===== config.mk =====
export PLATFORM = sky130hd
export DESIGN_NAME = pellet_map
export DESIGN_NICKNAME = d
export VERILOG_FILES = /design/src/rtl/pellet_map.sv
export SDC_FILE = /design/constraint.sdc
export NUM_CORES = 2
export LEC_CHECK = 0
export BUFFER_PORTS_ARGS = -buffer_cell sky130_fd_sc_hd__buf_4
export CAP_MARGIN = 5
export CORE_ASPECT_RATIO = 1.2
export CORE_MARGIN = 2
export CORE_UTILIZATION = 40
export DETAILED_ROUTE_END_ITERATION = 12
export PLACE_DENSITY_LB_ADDON = 0.08
export SYNTH_ARGS = -nofsm -noshare
export SYNTH_HDL_FRONTEND = slang
export SYNTH_SLANG_ARGS = --single-unit

===== constraint.sdc =====
create_clock -name clk -period 15.3 [get_ports clk]
set_input_delay 3.06 -clock clk [delete_from_list [all_inputs] [get_ports clk]]
set_output_delay 3.06 -clock clk [all_outputs]
set_load 0.02 [all_outputs]

===== src/rtl/pellet_map.sv =====
// -----------------------------------------------------------------------------
// pellet_map
// Pellet occupancy store for the pellet renderer. The playfield is a 32x32 grid
// of 16x16-pixel cells, one bit per cell (1 = pellet present).
//
// At reset or restart the layout is copied row by row from the maze ROM. During
// play the renderer reads cells with one cycle of latency, and cells the player
// eats are cleared. The block counts the pellets left and reports when the level
// has been cleared.
//
// Ports
//   clk           in   1      system clock, all state on rising edge
//   reset         in   1      synchronous, active-low reset (0 = reset)
//   restart       in   1      one-cycle pulse: reload the layout (new level)
//   init_row      out  5      maze ROM row address while loading
//   init_bits     in   32     maze ROM row data for init_row; bit n = column n
//   rd_x          in   5      renderer read column
//   rd_y          in   5      renderer read row
//   rd_dout       out  1      pellet bit at (rd_y, rd_x) from the previous cycle
//   eat_req       in   1      one-cycle pulse: player centred on (eat_y, eat_x)
//   eat_x         in   5      eat column
//   eat_y         in   5      eat row
//   pellet_eaten  out  1      one-cycle pulse: eat_req hit a present pellet
//   remaining     out  CNT_W  pellets left on the map
//   level_clear   out  1      high while the level is cleared
//   ready         out  1      high while the level is being played
// -----------------------------------------------------------------------------
module pellet_map #(
    parameter int ROWS  = 32,
    parameter int CNT_W = 11
) (
    input  logic             clk,
    input  logic             reset,
    input  logic             restart,
    output logic [4:0]       init_row,
    input  logic [31:0]      init_bits,
    input  logic [4:0]       rd_x,
    input  logic [4:0]       rd_y,
    output logic             rd_dout,
    input  logic             eat_req,
    input  logic [4:0]       eat_x,
    input  logic [4:0]       eat_y,
    output logic             pellet_eaten,
    output logic [CNT_W-1:0] remaining,
    output logic             level_clear,
    output logic             ready
);

    typedef enum logic [1:0] {
        ST_LOAD    = 2'd0,
        ST_PLAY    = 2'd1,
        ST_CLEARED = 2'd2
    } state_t;

    localparam logic [4:0]       LAST_ROW = 5'(ROWS - 1);
    localparam logic [CNT_W-1:0] CNT_ZERO = CNT_W'(0);
    localparam logic [CNT_W-1:0] CNT_ONE  = CNT_W'(1);

    // Number of set bits in a 32-bit ROM row (0..32).
    function automatic logic [5:0] popcount32(input logic [31:0] v);
        logic [5:0] c;
        c = 6'd0;
        for (int i = 0; i < 32; i++) begin
            c = c + {5'd0, v[i]};
        end
        return c;
    endfunction

    // State and storage
    state_t           state_q;
    logic [4:0]       row_q;
    logic [CNT_W-1:0] remaining_q;
    logic [31:0]      map_q [ROWS];

    // Registered outputs
    logic             rd_dout_q;
    logic             pellet_eaten_q;
    logic             level_clear_q;
    logic             ready_q;

    // Combinational helpers
    logic [5:0]       load_pop_s;
    logic [CNT_W-1:0] load_sum_s;
    logic             last_row_s;
    logic             rd_bit_s;
    logic             eat_hit_s;

    // Load-pass arithmetic and map lookups for the read and eat ports.
    always_comb begin
        load_pop_s = popcount32(init_bits);
        load_sum_s = remaining_q + CNT_W'(load_pop_s);
        last_row_s = (row_q == LAST_ROW);
        rd_bit_s   = map_q[rd_y][rd_x];
        // Gating on the stored bit is what keeps the counter from underflowing.
        eat_hit_s  = eat_req & map_q[eat_y][eat_x];
    end

    // Map FSM: load pass, play with eat/read service, cleared level.
    always_ff @(posedge clk) begin
        if (!reset) begin
            state_q        <= ST_LOAD;
            row_q          <= 5'd0;
            remaining_q    <= CNT_ZERO;
            rd_dout_q      <= 1'b0;
            pellet_eaten_q <= 1'b0;
            level_clear_q  <= 1'b0;
            ready_q        <= 1'b0;
        end else if (restart) begin
            // A restart in any state, including mid-load, starts a fresh pass.
            state_q        <= ST_LOAD;
            row_q          <= 5'd0;
            remaining_q    <= CNT_ZERO;
            rd_dout_q      <= 1'b0;
            pellet_eaten_q <= 1'b0;
            level_clear_q  <= 1'b0;
            ready_q        <= 1'b0;
        end else begin
            case (state_q)
                ST_LOAD: begin
                    map_q[row_q]   <= init_bits;
                    remaining_q    <= load_sum_s;
                    row_q          <= row_q + 5'd1;
                    rd_dout_q      <= 1'b0;
                    pellet_eaten_q <= 1'b0;
                    if (last_row_s) begin
                        // The final row's popcount is included in the decision.
                        if (load_sum_s != CNT_ZERO) begin
                            state_q       <= ST_PLAY;
                            ready_q       <= 1'b1;
                            level_clear_q <= 1'b0;
                        end else begin
                            state_q       <= ST_CLEARED;
                            ready_q       <= 1'b0;
                            level_clear_q <= 1'b1;
                        end
                    end else begin
                        state_q       <= ST_LOAD;
                        ready_q       <= 1'b0;
                        level_clear_q <= 1'b0;
                    end
                end

                ST_PLAY: begin
                    // Read samples the map before any same-cycle eat clears it.
                    rd_dout_q <= rd_bit_s;
                    if (eat_hit_s) begin
                        map_q[eat_y][eat_x] <= 1'b0;
                        remaining_q         <= remaining_q - CNT_ONE;
                        pellet_eaten_q      <= 1'b1;
                        if (remaining_q == CNT_ONE) begin
                            state_q       <= ST_CLEARED;
                            ready_q       <= 1'b0;
                            level_clear_q <= 1'b1;
                        end else begin
                            state_q       <= ST_PLAY;
                            ready_q       <= 1'b1;
                            level_clear_q <= 1'b0;
                        end
                    end else begin
                        state_q        <= ST_PLAY;
                        pellet_eaten_q <= 1'b0;
                        ready_q        <= 1'b1;
                        level_clear_q  <= 1'b0;
                    end
                end

                ST_CLEARED: begin
                    // Eat requests are ignored. Reads are still served.
                    state_q        <= ST_CLEARED;
                    rd_dout_q      <= rd_bit_s;
                    pellet_eaten_q <= 1'b0;
                    ready_q        <= 1'b0;
                    level_clear_q  <= 1'b1;
                end

                default: begin
                    state_q        <= ST_LOAD;
                    row_q          <= 5'd0;
                    remaining_q    <= CNT_ZERO;
                    rd_dout_q      <= 1'b0;
                    pellet_eaten_q <= 1'b0;
                    level_clear_q  <= 1'b0;
                    ready_q        <= 1'b0;
                end
            endcase
        end
    end

    assign init_row     = row_q;
    assign rd_dout      = rd_dout_q;
    assign pellet_eaten = pellet_eaten_q;
    assign remaining    = remaining_q;
    assign level_clear  = level_clear_q;
    assign ready        = ready_q;

endmodule


# Word level (Yosys, flattened, before mapping)
# Memories as Yosys holds them, arrays and structs flattened.
# Cells that the tools add are included.
dict set report word_totals {
  register_bits 22
  mem_bits_rw 1024
  inputBits 56
  out_inout_bits 20
  word_cells 98
  n_memories 1
}
# name words width read_ports rd_clocked_by_memory_dff wr line_no
set mem_list {}
lappend mem_list {map_q 32 32 2 0 1 73} ;# logic [31:0] map_q [ROWS];
dict set report classes {
  add_sub_neg 34
  n_lt_le_gt_ge 3
  n_eq_ne 5
  muxes 36
  bitwise_logic 4
  reduce_logical 8
}
# operator count
set op_table {}
lappend op_table {{$add 6x1->6} 26}
lappend op_table {{$mux 32} 3}
lappend op_table {{$pmux 11 s3} 1}
lappend op_table {{$reduce_or 32->1} 1}
lappend op_table {{$mux 1} 19}
lappend op_table {{$lt 5x6->1 const B} 2}
lappend op_table {{$add 11x6->11} 1}
lappend op_table {{$eq 11x1->1 const B} 1}
lappend op_table {{$mux 11} 1}
lappend op_table {{$reduce_bool 11->1} 1}
lappend op_table {{$sub 11x1->11 const B} 1}
lappend op_table {{$bmux 1 s5} 2}
lappend op_table {{$pmux 5 s2} 1}
lappend op_table {{$mux 2} 4}
lappend op_table {{$add 5x1->6} 1}
lappend op_table {{$pmux 2 s3} 1}
lappend op_table {{$add 4x1->5} 1}
lappend op_table {{$add 5x1->5 const B} 1}
lappend op_table {{$demux 1 s5} 1}
lappend op_table {{$eq 5x5->1 const B} 1}
lappend op_table {{$ge 5x1->1 const B} 1}
lappend op_table {{$mux 5} 1}
lappend op_table {{$add 3x1->4} 1}
lappend op_table {{$reduce_or 2->1} 2}
lappend op_table {{13 further kinds} 15}

# Depth between registers and ports, before layout
dict set report logic_depth {
  ltp_word 36
  mapped_depth 21
  ltp_nobuf 21
}

# Worst setup path after synthesis
# OpenSTA, ideal clock, no wires.
dict set report synth_path {
  path_type {input-to-reg}
  from {input port init_bits[23]}
  to {register state_q[0]}
  setup_ns 0.127
  arrival_ns 8.393
  t_required_ns 15.173
  path_slack_ns 6.780
  path_stages 21
  path_buffers 0
  path_cell_list {fa_1 fa_1 inv_1 fa_1 inv_1 fa_1 fa_1 inv_1 fa_1 fa_1 inv_1 fa_1 a21o_1 a21oi_1 o21ai_0 a21oi_1 o21bai_1 a211o_1 a221oi_1 or3_1 o31ai_1}
}
dict set report synth_via {
  elab_chain_len 14
}
# element line_no
set synth_lines {}
lappend synth_lines {{start: declaration} 36} ;# input logic [31:0] init_bits,
lappend synth_lines {{$add 6x1->6 (9 in a row)} 64} ;# c = c + {5'd0, v[i]};
lappend synth_lines {{$add 11x6->11} 91} ;# load_sum_s = remaining_q + CNT_W'(load_pop_s);
lappend synth_lines {{$reduce_bool 11->1} 127} ;# if (load_sum_s != CNT_ZERO) begin
lappend synth_lines {{$mux 2} 127}
lappend synth_lines {{$mux 2} 125} ;# if (last_row_s) begin
lappend synth_lines {{$pmux 2 s3} 118} ;# case (state_q)
lappend synth_lines {{end signal: assignment} 128} ;# state_q <= ST_PLAY;
lappend synth_lines {{end signal: assignment} 132} ;# state_q <= ST_CLEARED;
lappend synth_lines {{end signal: assignment} 137} ;# state_q <= ST_LOAD;
lappend synth_lines {{end: declaration} 70} ;# state_t state_q;
# No other way between the ends.
# A chain may end at the register's enable or synchronous reset.

# Worst setup path in the final report
dict set report layout_path {
  from {input port eat_y[2]}
  to {memory map_q[24][16] (enable)}
}
dict set report layout_via {
  elab_chain_len 11
  word_cells_on_any_way 12
  cone_classes {mux: 9; bitwise: 1; reduce/logical: 1; memory: 1}
}
# element line_no
set layout_lines {}
lappend layout_lines {{start: declaration} 42} ;# input logic [4:0] eat_y,
lappend layout_lines {{$mem_v2 32x32} -}
lappend layout_lines {{$bmux 1 s5} 95} ;# eat_hit_s = eat_req & map_q[eat_y][eat_x];
lappend layout_lines {{$mux 1 (not written as such)} 95}
lappend layout_lines {{$and 1x1->1} 95}
lappend layout_lines {{$mux 1} 146} ;# if (eat_hit_s) begin
lappend layout_lines {{$mux 1} -}
lappend layout_lines {{$mux 1} 108} ;# end else if (restart) begin
lappend layout_lines {{$mux 1} 100} ;# if (!reset) begin
lappend layout_lines {{$mux 32 (not written as such)} 147} ;# map_q[eat_y][eat_x] <= 1'b0;
lappend layout_lines {{$reduce_or 32->1 (no source line)} -}
lappend layout_lines {{$mux 5 (no source line) or $mux 32 (tied branches)} -}
lappend layout_lines {{end: declaration} 73}
# Parallel ways exist; a longest one is shown, timed or not. The select of a mux whose other input is x is not followed.

==> out/metrics.yaml <==
whs_ns: 0.616
synth_seq_cells: 1045
synthCells: 3859
viasPerCell: 6.09
vias: 35459
path_clk_slew_ns: 0.06
postSynth.asyncResetShare_pct: 0
relSlewSlack_pct: 17.3
arrival_ns: 10.15
min_to: "init_row[3]"
yosysSeqAreaShare_pct: 53.3
worstSetupEndpointType: "register"
numCtsBuffers: 112
syn_nets: 3964
cts_root_buf: "clkbuf_16"
critPathMaxFanout: 59
slew_viol_final: 0
synth_top_area_share_pct: 52.6
drcViolationCount: 0
setup_viol: 0
p_sw_uw: 1850
synth_edf_count: 1024
fin_skew_ns: 0.0265
setup_ws_ns: 5.60
ys_warn_count: 0
leakagePower_uw: 0.0192
final_nets: 3902
yosys-top-cells-count: "nor2_1 (1,196), edfxtp_1 (1,024), mux4_2 (593)"
swShare_pct: 26.5
ys_types: 71
period_needed_ns: 9.70
post_cts_resize_count: 0
regToRegSetupSlack_ns: 9.23
hold_viol: 0
synth_top_cell_by_area: "edfxtp_1"
clock-sinks: 1045
grt_use_total_pct: 25.1
insertion_delay_ns: 0.74
r2r_cells: 18
ant_nets: 0
n_fill_cell: 13310
rows: 153
overflow: 0
power_density_mw_per_mm2: 109
tightest_slew_ns: 1.24
crit_required_ns: 15.75
cts_setup_buffers: 0
status: "finished clean"
crit_type: "input port to register"
hold_class: "register to register"
die_area_mm2: 0.149
hpwl_mm: 107
whs_path_depth: 2
synthToLayoutAreaGrowth_pct: 9.07
tritoncts: "done"
cts_hold_buf: 0
core_area_mm2: 0.145
place_ws_ns: 4.89
grt_pass1_vias: 37059
r2r_end: "state_q[1]"
antenna_found_initial: 5
grt_pass1_wl_mm: 270
ir_worst_vdd_mv: 0.108
critPathLaunchType: "input port"
avgRoutedWirePerCell_um: 32.1
grt_max_degree: 112
combPwrFrac_pct: 16.4
pwr-share-clk_pct: 38.2
p_int_uw: 5130
initial_utilization_pct: 40.3
drt_iter0_markers: 3630
portBuffers: 75
syn_avg_cell_area_um2: 15.2
routed_wl_mm: 187
r2r-start: "remaining[0]"
drt_pass1_iterations: 7
h-tree-depth: 3
gp_congestion: 0.779
synthMostInstantiatedCell: "nor2_1"
min_period_over_period_pct: 63.4
fmax_ghz: 0.103
die_height_um: 423
yosys-top-cells-area: "edfxtp_1 (53%), mux4_2 (23%), nor2_1 (7.7%), mux2i_4 (4.8%), mux2i_1 (1.8%)"
hp-start: "init_row[2]"
layout-drive-gt1-share_pct: 28.0
cap_violations: 0
rsz0062_at_grt: "false"
tns_ns: 0
syn_area_mm2: 0.0585
pwr-share-seq_pct: 45.4
ys.flop_type: "edfxtp_1"
io_pins: 76
die_w_um: 353
cts_max_path_buffers: 3
[through the flow]
step	power, uW	instances	utilization (%)	cell area, um^2
floorplan	4030	3859	-	58500
global placement	4370	5617	41.5	60300
detailed placement	4390	5617	41.5	60300
CTS	7040	5820	43.9	63800
global route	7250	5823	44.0	63800
finish	6980	5824	44.0	63800
[power by group through the flow]
stage	clock [uW]	combinational (uW)	sequential, uW
6_report	2660	1150	3170
5_1_grt	2810	1270	3170
4_1_cts	2710	1160	3170
3_5_place_dp	0	1160	3230
3_3_place_gp	0	1140	3230
2_1_floorplan	0	799	3230
[registers in the layout (all words and copies together), names as in the netlist]
signal	count
pellet_eaten	1
remaining	11
rd_dout	1
map_q	1024
ready	1
init_row	5
state_q	2
[routing by layer]
metal | vias to the layer above | routed length (um) | global-route usage, %
met3 | 195 | 10400 | 3.40
met1 | 19430 | 78700 | 33.8
li1 | 14752 | - | -
met5 | - | 42 | 0
met2 | 1076 | 92700 | 42.6
met4 | 6 | 4880 | 7.46
[worst max-delay path: stages]
cell,delay (ns)
buf_4,0.31
inv_6,0.60
buf_4,0.62
buf_4,0.74
mux2i_1,0.17
a221oi_1,0.26
nand2_1,0.15
a31oi_1,0.78
a2111oi_4,0.20
a211oi_4,0.33
buf_12,0.60
mux2i_4,0.34
buf_4,0.63
buf_4,0.86
nor2_1,0.14
[worst max path at each step]
stage                       start            end  slack (ns)  cells after the start
floorplan           init_bits[23]     state_q[0]        6.78                     21
detailed placement       eat_y[2]  map_q[24][16]        4.89                     15
CTS                      eat_y[2]  map_q[24][16]        5.58                     15
global route             eat_y[0]  map_q[12][18]        5.39                     15
finish                   eat_y[2]  map_q[24][16]        5.60                     15
global placement         eat_y[2]  map_q[24][16]        4.85                     15
[cells in the final DEF, fill, tap and decap left out, drive strengths merged, types with 41 or more instances in the layout]
| cell type | instances |
|---|---|
| mux2i | 230 |
| nor2 | 1196 |
| clkinv | 49 |
| inv | 63 |
| clkbuf | 144 |
| buf | 162 |
| nand2 | 52 |
| o21ai | 41 |
| mux4 | 596 |
| a221oi | 64 |
| edfxtp | 1024 |
[final cells by class]
type                    instances  area [um^2]  share of cell area, %
repair buffers                162         1390                   2.17
flip-flops and latches       1045        31200                   48.9
inverters                      62          238                  0.373
well taps                    1937         2420                   3.80
multi-input cells            2414        25100                   39.3
diodes                          1         2.50                0.00392
clock inverters                59          433                  0.678
clock buffers                 144         3060                   4.79
[kinds of logic after synthesis]
logic type,Yosys count,share of synthesized area [%]
muxes,829,29.6
buffers and inverters,400,4.17
AOI/OAI and AO/OA,181,2.30
xor gates and xnor gates,7,0.105
DFF,1045,53.3
adders and majority gates,49,1.38
and+or+nand+nor,1348,9.12
Note: power is estimated with default switching activity, not from simulation.
